<file path="src/rtl/instr_mem_loader_if.sv">
// instr_mem_loader_if: start/stream/memory-write/status bundle for the program loader.
// The host side (byte source and CPU control) uses the master modport and the loader uses slave.
`default_nettype none

interface instr_mem_loader_if #(
  parameter int ADDR_W = 32
);
  logic              start;
  logic              s_valid;
  logic [7:0]        s_data;
  logic              s_ready;
  logic              wr_en;
  logic [ADDR_W-1:0] wr_addr;
  logic [7:0]        wr_data;
  logic              cpu_hold;
  logic              done;
  logic              err;

  modport master (
    output start, s_valid, s_data,
    input  s_ready, wr_en, wr_addr, wr_data, cpu_hold, done, err
  );

  modport slave (
    input  start, s_valid, s_data,
    output s_ready, wr_en, wr_addr, wr_data, cpu_hold, done, err
  );
endinterface

`default_nettype wire

</file>
<file path="src/rtl/instr_mem_loader.sv">
//==============================================================================
// Module  : instr_mem_loader
// Brief   : Length-prefixed byte-stream loader writing instruction memory one
//           byte per cycle from BASE_ADDR; optional trailing XOR checksum
//           enabled by defining LOADER_CHECKSUM_EN.
// Revision: 1.0
//==============================================================================
`default_nettype none

module instr_mem_loader #(
  parameter int DEPTH     = 100,
  parameter int ADDR_W    = 32,
  parameter int BASE_ADDR = 0
) (
  input  wire                  clk,
  input  wire                  rst_n,
  instr_mem_loader_if.slave    bus
);

  localparam logic [ADDR_W-1:0] c_base_addr = ADDR_W'(BASE_ADDR);
  localparam logic [16:0]       c_depth     = 17'(DEPTH);

  typedef enum logic [2:0] {
    S_IDLE   = 3'd0,
    S_LEN_HI = 3'd1,
    S_LEN_LO = 3'd2,
    S_DATA   = 3'd3,
    S_CHK    = 3'd4,
    S_FIN    = 3'd5
  } state_t;

  state_t            r_state;
  logic              r_s_ready;
  logic              r_wr_en;
  logic [ADDR_W-1:0] r_wr_addr;
  logic [7:0]        r_wr_data;
  logic              r_cpu_hold;
  logic              r_done;
  logic              r_err;
  logic [7:0]        r_len_hi;
  logic [15:0]       r_len;
  logic [15:0]       r_idx;
`ifdef LOADER_CHECKSUM_EN
  logic [7:0]        r_xor;
`endif

  logic              w_xfer;
  logic [15:0]       w_len;
  logic              w_oversize;
  logic              w_last;

  assign w_xfer     = bus.s_valid && r_s_ready;
  assign w_len      = {r_len_hi, bus.s_data};
  assign w_oversize = ({1'b0, w_len} > c_depth);
  assign w_last     = (r_idx == (r_len - 16'd1));

  // s_ready is registered alongside the state so it is a pure function of state.
  always_ff @(posedge clk or negedge rst_n) begin
    if (!rst_n) begin
      r_state    <= S_IDLE;
      r_s_ready  <= 1'b0;
      r_wr_en    <= 1'b0;
      r_wr_addr  <= '0;
      r_wr_data  <= '0;
      r_cpu_hold <= 1'b0;
      r_done     <= 1'b0;
      r_err      <= 1'b0;
      r_len_hi   <= '0;
      r_len      <= '0;
      r_idx      <= '0;
`ifdef LOADER_CHECKSUM_EN
      r_xor      <= '0;
`endif
    end else begin
      r_wr_en <= 1'b0;
      r_done  <= 1'b0;
      case (r_state)
        S_IDLE: begin
          // A start coinciding with the done pulse belongs to the finished load.
          if (bus.start && !r_done) begin
            r_err      <= 1'b0;
            r_cpu_hold <= 1'b1;
            r_s_ready  <= 1'b1;
            r_idx      <= '0;
            r_state    <= S_LEN_HI;
`ifdef LOADER_CHECKSUM_EN
            r_xor      <= '0;
`endif
          end
        end
        S_LEN_HI: begin
          if (w_xfer) begin
            r_len_hi <= bus.s_data;
            r_state  <= S_LEN_LO;
          end
        end
        S_LEN_LO: begin
          if (w_xfer) begin
            r_len <= w_len;
            if (w_len == 16'd0) begin
              r_s_ready <= 1'b0;
              r_state   <= S_FIN;
            end else if (w_oversize) begin
              r_s_ready <= 1'b0;
              r_err     <= 1'b1;
              r_state   <= S_IDLE;
            end else begin
              r_state <= S_DATA;
            end
          end
        end
        S_DATA: begin
          if (w_xfer) begin
            r_wr_en   <= 1'b1;
            r_wr_addr <= c_base_addr + ADDR_W'(r_idx);
            r_wr_data <= bus.s_data;
            r_idx     <= r_idx + 16'd1;
`ifdef LOADER_CHECKSUM_EN
            r_xor     <= r_xor ^ bus.s_data;
            if (w_last) begin
              r_state <= S_CHK;
            end
`else
            if (w_last) begin
              r_s_ready <= 1'b0;
              r_state   <= S_FIN;
            end
`endif
          end
        end
`ifdef LOADER_CHECKSUM_EN
        S_CHK: begin
          if (w_xfer) begin
            r_s_ready <= 1'b0;
            if (bus.s_data == r_xor) begin
              r_state <= S_FIN;
            end else begin
              r_err   <= 1'b1;
              r_state <= S_IDLE;
            end
          end
        end
`endif
        S_FIN: begin
          // The final write is visible during this cycle; completion follows it.
          r_done     <= 1'b1;
          r_cpu_hold <= 1'b0;
          r_state    <= S_IDLE;
        end
        default: begin
          r_s_ready <= 1'b0;
          r_state   <= S_IDLE;
        end
      endcase
    end
  end

  assign bus.s_ready  = r_s_ready;
  assign bus.wr_en    = r_wr_en;
  assign bus.wr_addr  = r_wr_addr;
  assign bus.wr_data  = r_wr_data;
  assign bus.cpu_hold = r_cpu_hold;
  assign bus.done     = r_done;
  assign bus.err      = r_err;

endmodule

`default_nettype wire
</file>
<file path="src/flat_wrapper.sv">
// flat-port wrapper written by rule: the top's interface ports become plain ports
module instr_mem_loader_flat 
#(
  parameter int DEPTH     = 100,
  parameter int ADDR_W    = 32,
  parameter int BASE_ADDR = 0
)
  (clk, rst_n, bus_start, bus_s_valid, bus_s_data, bus_s_ready, bus_wr_en, bus_wr_addr, bus_wr_data, bus_cpu_hold, bus_done, bus_err);
  instr_mem_loader_if #(.ADDR_W(ADDR_W)) bus_i ();
  input  wire clk;
  input  wire rst_n;
  input wire logic [$bits(bus_i.start)-1:0] bus_start;
  input wire logic [$bits(bus_i.s_valid)-1:0] bus_s_valid;
  input wire logic [$bits(bus_i.s_data)-1:0] bus_s_data;
  output wire logic [$bits(bus_i.s_ready)-1:0] bus_s_ready;
  output wire logic [$bits(bus_i.wr_en)-1:0] bus_wr_en;
  output wire logic [$bits(bus_i.wr_addr)-1:0] bus_wr_addr;
  output wire logic [$bits(bus_i.wr_data)-1:0] bus_wr_data;
  output wire logic [$bits(bus_i.cpu_hold)-1:0] bus_cpu_hold;
  output wire logic [$bits(bus_i.done)-1:0] bus_done;
  output wire logic [$bits(bus_i.err)-1:0] bus_err;
  assign bus_i.start = bus_start;
  assign bus_i.s_valid = bus_s_valid;
  assign bus_i.s_data = bus_s_data;
  assign bus_s_ready = bus_i.s_ready;
  assign bus_wr_en = bus_i.wr_en;
  assign bus_wr_addr = bus_i.wr_addr;
  assign bus_wr_data = bus_i.wr_data;
  assign bus_cpu_hold = bus_i.cpu_hold;
  assign bus_done = bus_i.done;
  assign bus_err = bus_i.err;
  instr_mem_loader #(.DEPTH(DEPTH), .ADDR_W(ADDR_W), .BASE_ADDR(BASE_ADDR)) u_core (.clk(clk), .rst_n(rst_n), .bus(bus_i));
endmodule
</file>
<file path="config.mk">
export PLATFORM = sky130hd
export DESIGN_NAME = instr_mem_loader_flat
export DESIGN_NICKNAME = d
export VERILOG_FILES = /design/src/rtl/instr_mem_loader_if.sv /design/src/rtl/instr_mem_loader.sv /design/src/flat_wrapper.sv
export SDC_FILE = /design/constraint.sdc
export NUM_CORES = 1
export LEC_CHECK = 0
export BUFFER_PORTS_ARGS = -buffer_cell sky130_fd_sc_hd__buf_2
export CAP_MARGIN = 5
export CORE_UTILIZATION = 55
export DETAILED_ROUTE_END_ITERATION = 8
export PLACE_DENSITY_LB_ADDON = 0.2
export SLEW_MARGIN = 20
export SYNTH_ARGS = -nofsm -noshare
export SYNTH_HDL_FRONTEND = slang
export SYNTH_SLANG_ARGS = --single-unit
export TNS_END_PERCENT = 100
</file>
<file path="constraint.sdc">
create_clock -name clk -period 3.6 [get_ports clk]
set_input_delay 0.36 -clock clk [delete_from_list [all_inputs] [get_ports clk]]
set_output_delay 0.36 -clock clk [all_outputs]
set_load 0.01 [all_outputs]
</file>
==> results.txt, run 1 <==
GPL Wtd Cong: 0.9256
Skew final: 7.118 ps
Cells along the critical path: inv_1, ha_1, nor2b_1, nand4_1, a2111oi_0, o2111ai_1, nor4_2, nor2_1, mux2_4
Initial core utilization: 0.5837
Fmax achieved: 0.3260 GHz
Final hold vios: 0
Starting DRC count in detailed routing: 188
Worst Path Arrival: 3290 ps
WL final: 8.192 mm
CP max stage delay: 470 ps
P_leak: 0.002069 uW
Share of layout cells above drive strength 1: 0.2032
DIE WIDTH: 85.03 um
Worst R2R Start: u_core.r_len[0]
Largest net degree at the start of global routing: 73
Row cnt: 29
Clock latency on the worst-skew pair: 340 ps
Die height: 85.03 um
List of most frequent post-synthesis cells: 91 x nand2_1, 72 x dfrtp_1, 28 x nor2_1
Synth cell types: 55
Worst Path Required: 3830 ps
CP bufs+invs: 1
Total grt overflow: 0
Initial antenna violation count: 0
Crit Path Class: reg -> reg
Via count: 2953
CP startpoint kind: register
CP delay by family, top: simple AND/OR/NAND/NOR gates
Dominant synthesized flop cell: dfrtp_1
Post-Place Worst Slack: 553.7 ps
CTS Buffer Depth: 2
P&R area growth vs syn: 10.63%
WL/cell: 15.75 um
Share of the synthesized area in the top cell type: 0.4752
Area leader, netlist: dfrtp_1
Peak VDD IR: 0.3891 mV
Cell Pwr Density: 734.5 nW/um^2
Post-DRT Antenna Nets: 0
Outcome: finished, final reports clean
Tightest Pin Transition: 878.5 ps
Max Cap Viol: 0
CTS clk-pin slew, worst paths: 70 ps
PortBufs: 40
Setup Buffers After CTS: 0
Synth Warn #: 0
Total CTS buffers: 9
CP max stage cell: a2111oi_0
Sequential area share after synthesis: 0.4752
Minimum clock period: 3068 ps
Vias in the first global route: 2777
Global-route wire length before repair: 13.65 mm
Slew Limit Fails: 0
Syn Inst Count: 399
Setup crit start: u_core.r_len[0]
Setup TNS: 0 ps
RSZ-0062 raised after global routing: no
CTS H-tree depth: 3
Mean area per synthesized cell: 9.502 um^2
Final #Nets: 452
Top-count cell post-synth: nand2_1
Total design power: 3081 uW
Via density: 5.679
Largest cells by area after synthesis: dfrtp_1 48%, nand2_1 9.0%, mux2_2 7.4%
DRC errors left: 0
Worst setup EP type: register
Sink Count: 72
Final setup viols: 0
N_diodes: 0
I/O pins: 57
Root Buffer: clkbuf_8
Flops & latches, synth: 72
Initial DRT Pass Iterations: 4
Number of synthesized flops with an enable pin: 0
Async SR Flop Fraction: 1.000
Core box area: 6495 um^2
Final Worst Setup Slack: 532.3 ps
Cts repair resizes: 0
CTS tree: built
Slew HR: 0.4144
Worst Path Max Fanout: 8
Hold/Removal Path Class: in -> async
Mapped Area: 3791 um^2
DP HPWL: 5.810 mm
Die footprint: 7229 um^2
CTS Hold Bufs: 0
Total track usage: 0.2450
Crit share post-route: 0.8521
-- state kept, by name, indices dropped and copies added (netlist names) --
signal	cells
u_core.r_state	3
u_core.r_len	16
u_core.bus.err	1
u_core.bus.wr_en	1
u_core.r_idx	16
u_core.bus.done	1
u_core.bus.wr_addr	16
u_core.bus.s_ready	1
u_core.bus.cpu_hold	1
u_core.bus.wr_data	8
u_core.r_len_hi	8
-- power breakdown --
| group | total, uW | internal, uW | switching [uW] | leakage (uW) |
|---|---|---|---|---|
| logic | 1150 | 559 | 592 | 0.000996 |
| clock network | 695 | 409 | 285 | 0.000108 |
| registers | 1240 | 993 | 242 | 0.000965 |
| total | 3080 | 1960 | 1120 | 0.00207 |
-- metrics by stage --
step	cell area, um^2	hold slack (ps)	instances	util
floorplan	3847	64.41	414	-
global placement	3980	452.7	504	0.6128
detailed placement	3980	457.0	504	0.6128
CTS	4194	263.0	520	0.6457
global route	4194	277.0	520	0.6457
finish	4194	214.1	520	0.6457
-- cells by family after synthesis --
kind of cell             synth area share
multiplexers                      0.08086
AO/OA/AOI/OAI                     0.08846
buffers and inverters             0.05809
other                           0.0009891
AND/OR/NAND/NOR                    0.2366
XOR/XNOR                          0.05314
adder cells (fa/ha/maj)          0.006600
flip-flops                         0.4752
-- cells in the final DEF, fill, tap and decap left out, types with 2 or more instances in the layout --
| cell | Yosys | routed |
|---|---|---|
| bufinv_16 | 0 | 2 |
| o31ai_1 | 5 | 5 |
| mux2_2 | 25 | 25 |
| nand2_1 | 91 | 91 |
| inv_1 | 7 | 7 |
| nor2_1 | 28 | 28 |
| nor4_2 | 3 | 3 |
| a21oi_1 | 8 | 8 |
| buf_4 | 16 | 4 |
| nor3b_1 | 2 | 2 |
| o21bai_1 | 2 | 2 |
| conb_1 | 1 | 16 |
| buf_2 | 1 | 40 |
| ha_1 | 2 | 2 |
| nand3_1 | 10 | 10 |
| dfrtp_1 | 72 | 72 |
| nand2b_1 | 2 | 2 |
| nand4_1 | 8 | 8 |
| and3_1 | 3 | 3 |
| and2_1 | 4 | 4 |
| clkbuf_1 | 9 | 3 |
| or4_1 | 3 | 3 |
| clkbuf_8 | 0 | 10 |
| xor2_1 | 8 | 8 |
| a31oi_1 | 3 | 3 |
| o21ai_0 | 18 | 18 |
| nand4b_1 | 3 | 3 |
| nor4b_1 | 2 | 2 |
| nor4_1 | 3 | 3 |
| or3_1 | 5 | 5 |
| o211ai_1 | 2 | 2 |
| nor2b_1 | 7 | 7 |
| xnor2_1 | 15 | 15 |
| a2111oi_0 | 2 | 2 |
| nor3_1 | 5 | 5 |
-- worst paths after layout --
check	endpoint	slack, ps	cells after the start
max	u_core.r_state[1]	530	9
min	u_core.bus.wr_addr[7]	210	2
max reg2reg	u_core.r_state[1]	530	9
min reg2reg	u_core.bus.wr_data[2]	470	2
max in group asynchronous	u_core.r_len[3]	2810	2
min in group clk	u_core.bus.wr_data[3]	280	3
-- area by class of cell --
| cell class | count | area, um^2 |
|---|---|---|
| inverter | 7 | 26.28 |
| timing repair buffer | 44 | 230.2 |
| fill | 533 | 2301 |
| multi-input combinational | 304 | 1826 |
| sequential | 72 | 1802 |
| clock inverter | 3 | 65.06 |
| tap | 77 | 96.34 |
| clock buffer | 13 | 148.9 |
-- routing by layer --
layer / track usage / wire length, um / vias to the layer above
li1: - / - / 1433
met5: 0 / 0 / -
met2: 0.3805 / 3817 / 86
met4: 0.08475 / 155 / 0
met1: 0.3449 / 3877 / 1419
met3: 0.04961 / 341 / 15
No activity file was read; power rests on OpenSTA's default activity.
==> run 2, diff against run 1 <==
--- a/config.mk
+++ b/config.mk
@@ -5,10 +5,10 @@
 export SDC_FILE = /design/constraint.sdc
 export NUM_CORES = 1
 export LEC_CHECK = 0
-export BUFFER_PORTS_ARGS = -buffer_cell sky130_fd_sc_hd__buf_2
 export CAP_MARGIN = 5
 export CORE_UTILIZATION = 55
 export DETAILED_ROUTE_END_ITERATION = 8
+export DONT_BUFFER_PORTS = 1
 export PLACE_DENSITY_LB_ADDON = 0.2
 export SLEW_MARGIN = 20
 export SYNTH_ARGS = -nofsm -noshare
==> results.txt, run 2 (synthesis results as in run 1) <==
Outcome: finished, final reports clean
Worst R2R Start: u_core.r_len[0]
Crit share post-route: 0.8700 (+0.01781)
End of the worst register-to-register path: u_core.r_state[1]
Total CTS buffers: 9 (unchanged)
DRC errors left: 0 (unchanged)
CTS clk-pin slew, worst paths: 80 ps (about the same)
Post-Place Worst Slack: 555.6 ps (+1.960 ps)
Starting DRC count in detailed routing: 151 (-20%)
Total track usage: 0.2575 (+0.01242)
CTS H-tree depth: 3 (unchanged)
Crit Path Class: reg -> reg
Minimum clock period: 3132 ps (+64.13 ps)
P_leak: 0.001891 uW (-8.6%)
Slew Limit Fails: 0 (unchanged)
DP HPWL: 6.004 mm (+3.3%)
Initial DRT Pass Iterations: 4 (unchanged)
Final #Nets: 413 (-8.6%)
Hold/Removal Path Class: in -> reg
Root Buffer: clkbuf_8
Die footprint: 7229 um^2 (unchanged)
Skew final: 12.84 ps (+5.727 ps)
Global-route wire length before repair: 14.14 mm (+3.6%)
CTS tree: built
Fmax achieved: 0.3193 GHz (-2.0%)
N_diodes: 0 (unchanged)
Setup crit start: u_core.r_len[0]
WL final: 8.537 mm (+4.2%)
FF-to-FF setup slack: 470 ps (-60 ps)
GPL Wtd Cong: 0.9427 (+1.8%)
WL/cell: 17.75 um (+13%)
DIE WIDTH: 85.03 um (unchanged)
Most common cell after layout, fill and taps aside: nand2_1
CTS Buffer Depth: 2 (unchanged)
Cts repair resizes: 0 (unchanged)
Setup crit end: u_core.r_state[1]
Slew HR: 0.4439 (+0.02957)
PortBufs: 0 (-100%)
Row cnt: 29 (unchanged)
Sink Count: 72 (unchanged)
P&R area growth vs syn: 6.601%
RSZ-0062 raised after global routing: no
Setup Buffers After CTS: 0 (unchanged)
Tightest Pin Transition: 831.8 ps (-46.68 ps)
Setup TNS: 0 ps (unchanged)
Worst setup EP type: register
Largest net degree at the start of global routing: 73 (unchanged)
Initial core utilization: 0.5837 (unchanged)
Via count: 2828 (-4.2%)
Vias in the first global route: 2809 (+1.2%)
Worst Path Arrival: 3360 ps (+70 ps)
Most frequent cells in the layout: 91 x nand2_1, 72 x dfrtp_1, 28 x nor2_1
Post-DRT Antenna Nets: 0 (unchanged)
Cell Pwr Density: 765.8 nW/um^2 (+4.3%)
Via density: 5.879 (+3.5%)
Total grt overflow: 0 (unchanged)
Worst Path Required: 3830 ps (about the same)
Peak VDD IR: 0.3790 mV (-2.6%)
Initial antenna violation count: 0 (unchanged)
CP startpoint kind: register
Final setup viols: 0 (unchanged)
Share of layout cells above drive strength 1: 0.1287 (-0.07445)
I/O pins: 57 (unchanged)
Final Worst Setup Slack: 468.2 ps (-64.13 ps)
R2R depth: 9 (unchanged)
Die height: 85.03 um (unchanged)
Core box area: 6495 um^2 (unchanged)
Worst Path Max Fanout: 8 (unchanged)
Clock latency on the worst-skew pair: 350 ps (about the same)
Max Cap Viol: 0 (unchanged)
Final hold vios: 0 (unchanged)
[run 2: per-layer routing]
metal / track usage / up-vias / wire length [um]
li1: - / 1348 / -
met1: 0.3649 / 1365 / 3930
met2: 0.3908 / 105 / 4022
met3: 0.05350 / 10 / 461
met4: 0.1017 / 0 / 123
met5: 0 / - / 0
[run 2: final cells by class]
class	instances	area (um^2)
fillers	541	2454
multi-input cells	304	1826
flip-flops and latches	72	1802
clock buffers	12	155.1
well taps	77	96.34
clock inverters	4	76.32
repair buffers	5	60.06
inverters	7	26.28
[run 2: what timing repair did]
item | in CTS | in global routing
endpoints found under the hold margin | 72 | 0
hold buffers | 2 | 0
endpoints found under the setup margin | 0 | 0
[run 2: where the power goes]
group	leakage, uW	switching (uW)	total (uW)	internal, uW
logic	0.000813	566	1090	520
clock network	0.000113	306	736	430
registers	0.000965	280	1270	993
[run 2: how the worst min path moves through the flow]
stage                  start               endpoint  depth (start not counted)
2_1_floorplan          rst_n    u_core.bus.cpu_hold                          0
3_3_place_gp           rst_n  u_core.bus.wr_addr[7]                          0
3_5_place_dp           rst_n  u_core.bus.wr_addr[7]                          0
4_1_cts        bus_s_data[4]  u_core.bus.wr_data[4]                          2
5_1_grt        bus_s_data[1]  u_core.bus.wr_data[1]                          2
6_report       bus_s_data[2]  u_core.bus.wr_data[2]                          2
[run 2: worst max-delay path: stages, from the launching register on]
cell and delay [ps]:
dfrtp_1 470, inv_1 100, ha_1 270, nor2b_1 470
nand4_1 140, a2111oi_0 460, o2111ai_1 200, nor4_2 420
nor2_1 160, mux2_4 310
[run 2: metrics by stage]
step           power, uW  hold WS, ps  cells  utilization  instance area (um^2)
2_1_floorplan       2119        64.41    414            -                  3847
3_3_place_gp        2301        65.92    463       0.5808                  3772
3_5_place_dp        2340        65.80    463       0.5808                  3772
4_1_cts             3093        104.6    481       0.6222                  4041
5_1_grt             3282        113.3    481       0.6222                  4041
6_report            3095        120.8    481       0.6222                  4041
==> run 3, diff against run 2 <==
--- a/config.mk
+++ b/config.mk
@@ -6,7 +6,7 @@
 export NUM_CORES = 1
 export LEC_CHECK = 0
 export CAP_MARGIN = 5
-export CORE_UTILIZATION = 55
+export CORE_UTILIZATION = 49
 export DETAILED_ROUTE_END_ITERATION = 8
 export DONT_BUFFER_PORTS = 1
 export PLACE_DENSITY_LB_ADDON = 0.2
==> constraint.sdc (replaced) <==
create_clock -name clk -period 2.6 [get_ports clk]
set_input_delay 0.26 -clock clk [delete_from_list [all_inputs] [get_ports clk]]
set_output_delay 0.26 -clock clk [all_outputs]
set_load 0.01 [all_outputs]
==> results.txt, run 3 (synthesis results as in run 1) <==
Outcome: finished, final reports clean
Worst R2R Start: u_core.r_len[11]
Die footprint: 8093 um^2 (+12%)
CP startpoint kind: register
Cell Pwr Density: 1113 nW/um^2 (+45%)
Row cnt: 31 (+6.9%)
Vias in the first global route: 2845 (+1.3%)
Root Buffer: clkbuf_8
Via density: 5.499 (-6.5%)
WL final: 8.934 mm (+4.7%)
Post-place instance area: 4003 um^2 (+6.1%)
CTS H-tree depth: 3 (unchanged)
Worst Path Arrival: 2760 ps (-600 ps)
I/O pins: 57 (unchanged)
Final Worst Setup Slack: 61.57 ps (-406.6 ps)
Setup TNS: 0 ps (unchanged)
Initial DRT Pass Iterations: 4 (unchanged)
CP max stage delay: 410 ps (-60 ps)
Sink Count: 72 (unchanged)
Slew Limit Fails: 0 (unchanged)
Initial antenna violation count: 0 (unchanged)
R2R depth: 9 (unchanged)
Share of layout cells above drive strength 1: 0.2176 (+0.08888)
N_diodes: 0 (unchanged)
Most frequent cells in the layout: 91 x nand2_1, 71 x dfrtp_1, 31 x buf_4
DIE WIDTH: 89.96 um (+5.8%)
Clock latency on the worst-skew pair: 350 ps (about the same)
PortBufs: 0 (unchanged)
CTS tree: built
Minimum clock period: 2538 ps (-593.4 ps)
Post-Place Worst Slack: -147.0 ps (-702.6 ps)
Crit Path Class: reg -> reg
Final hold vios: 0 (unchanged)
Setup crit end: u_core.r_state[1]
CTS Buffer Depth: 2 (unchanged)
End of the worst register-to-register path: u_core.r_state[1]
Skew final: 14.32 ps (+1.476 ps)
Layout fillers: 625 (+16%)
Max Cap Viol: 0 (unchanged)
Worst Path Required: 2830 ps (-1000 ps)
CTS clk-pin slew, worst paths: 80 ps (about the same)
Worst setup EP type: register
Largest net degree at the start of global routing: 73 (unchanged)
Via count: 2920 (+3.3%)
Slew HR: 0.6287 (+0.1848)
DP HPWL: 6.108 mm (+1.7%)
Cells along the critical path: buf_4, nor3_1, nand3_1, o211a_1, a211oi_2, nor4_2, buf_4, nor2_2, mux2_4
Total track usage: 0.2258 (-0.03167)
Die height: 89.96 um (+5.8%)
DRC errors left: 0 (unchanged)
Hold/Removal Path Class: in -> reg
Starting DRC count in detailed routing: 198 (+31%)
Core box area: 7370 um^2 (+13%)
Register Area: 1803 um^2 (about the same)
Worst Path Max Fanout: 6 (-2)
Post-route cell area: 4384 um^2 (+8.5%)
Tightest Pin Transition: 549.2 ps (-282.6 ps)
Post-DRT Antenna Nets: 0 (unchanged)
Most common cell after layout, fill and taps aside: nand2_1
Most used cell, CP: buf_4
FF-to-FF setup slack: 60 ps (-410 ps)
Fmax achieved: 0.3939 GHz (+23%)
Multi-input logic area: 1916 um^2 (+4.9%)
Initial core utilization: 0.5144 (-0.06927)
Global-route wire length before repair: 14.36 mm (+1.6%)
Peak VDD IR: 0.5946 mV (+57%)
Setup crit start: u_core.r_len[11]
P_leak: 0.002054 uW (+8.6%)
Crit share post-route: 0.9763 (+0.1064)
P&R area growth vs syn: 15.64%
GPL Wtd Cong: 0.9216 (-2.2%)
WL/cell: 16.82 um (-5.2%)
Total grt overflow: 0 (unchanged)
CP max stage cell: nor3_1
Total CTS buffers: 9 (unchanged)
Final #Nets: 441 (+6.8%)
Final setup viols: 0 (unchanged)
-- run 3: where the power goes --
| group | internal (uW) | total, uW | switching, uW |
|---|---|---|---|
| clock network | 664 | 1090 | 425 |
| logic | 1060 | 2100 | 1030 |
| registers | 1380 | 1700 | 318 |
| total | 3110 | 4880 | 1780 |
-- run 3: cell type report --
cell class                      count  share of cell area
Tap cell                           99             0.02825
Sequential cell                    72              0.4112
Clock buffer                       11             0.03225
Multi-Input combinational cell    304              0.4369
Inverter                            7            0.005993
Timing Repair Buffer               33             0.06164
Clock inverter                      5             0.02369
-- run 3: per-layer routing --
layer	track usage	vias up	wire length, um
met3	0.04653	15	490
met1	0.3215	1403	4128
met2	0.3468	98	4082
met5	0	-	0
li1	-	1404	-
met4	0.07124	0	233
-- run 3: per-stage QoR --
stage               instances  hold WS, ps  power, uW  utilization
global route              531        16.48       5162       0.5949
detailed placement        512       -33.70       3548       0.5431
CTS                       531        14.58       4683       0.5830
global placement          512       -33.86       3525       0.5431
floorplan                 414       -35.59       2934            -
finish                    531        18.66       4882       0.5949
-- run 3: repair_timing --
item	CTS	global route
buffers inserted	1	0
pin swaps	1	3
resized for setup	2	16
hold buffers	2	0
endpoints found under the setup margin	2	4
endpoints found under the hold margin	72	0
-- run 3: worst min path at each step --
stage / from / endpoint / cells past startpoint
2_1_floorplan: rst_n / u_core.bus.cpu_hold / 0
3_3_place_gp: rst_n / u_core.bus.wr_addr[7] / 0
3_5_place_dp: rst_n / u_core.bus.wr_addr[7] / 0
4_1_cts: bus_s_data[1] / u_core.bus.wr_data[1] / 2
5_1_grt: bus_s_data[0] / u_core.bus.wr_data[0] / 2
6_report: bus_s_data[1] / u_core.bus.wr_data[1] / 2
-- run 3: critical path: cells and delay by family, from the launching register on --
kind                   cells  cell delay, ps
and+or+nand+nor            4             860
buffers and inverters      2             310
muxes                      1             310
AOI/OAI and AO/OA          2             540
DFF                        1             390
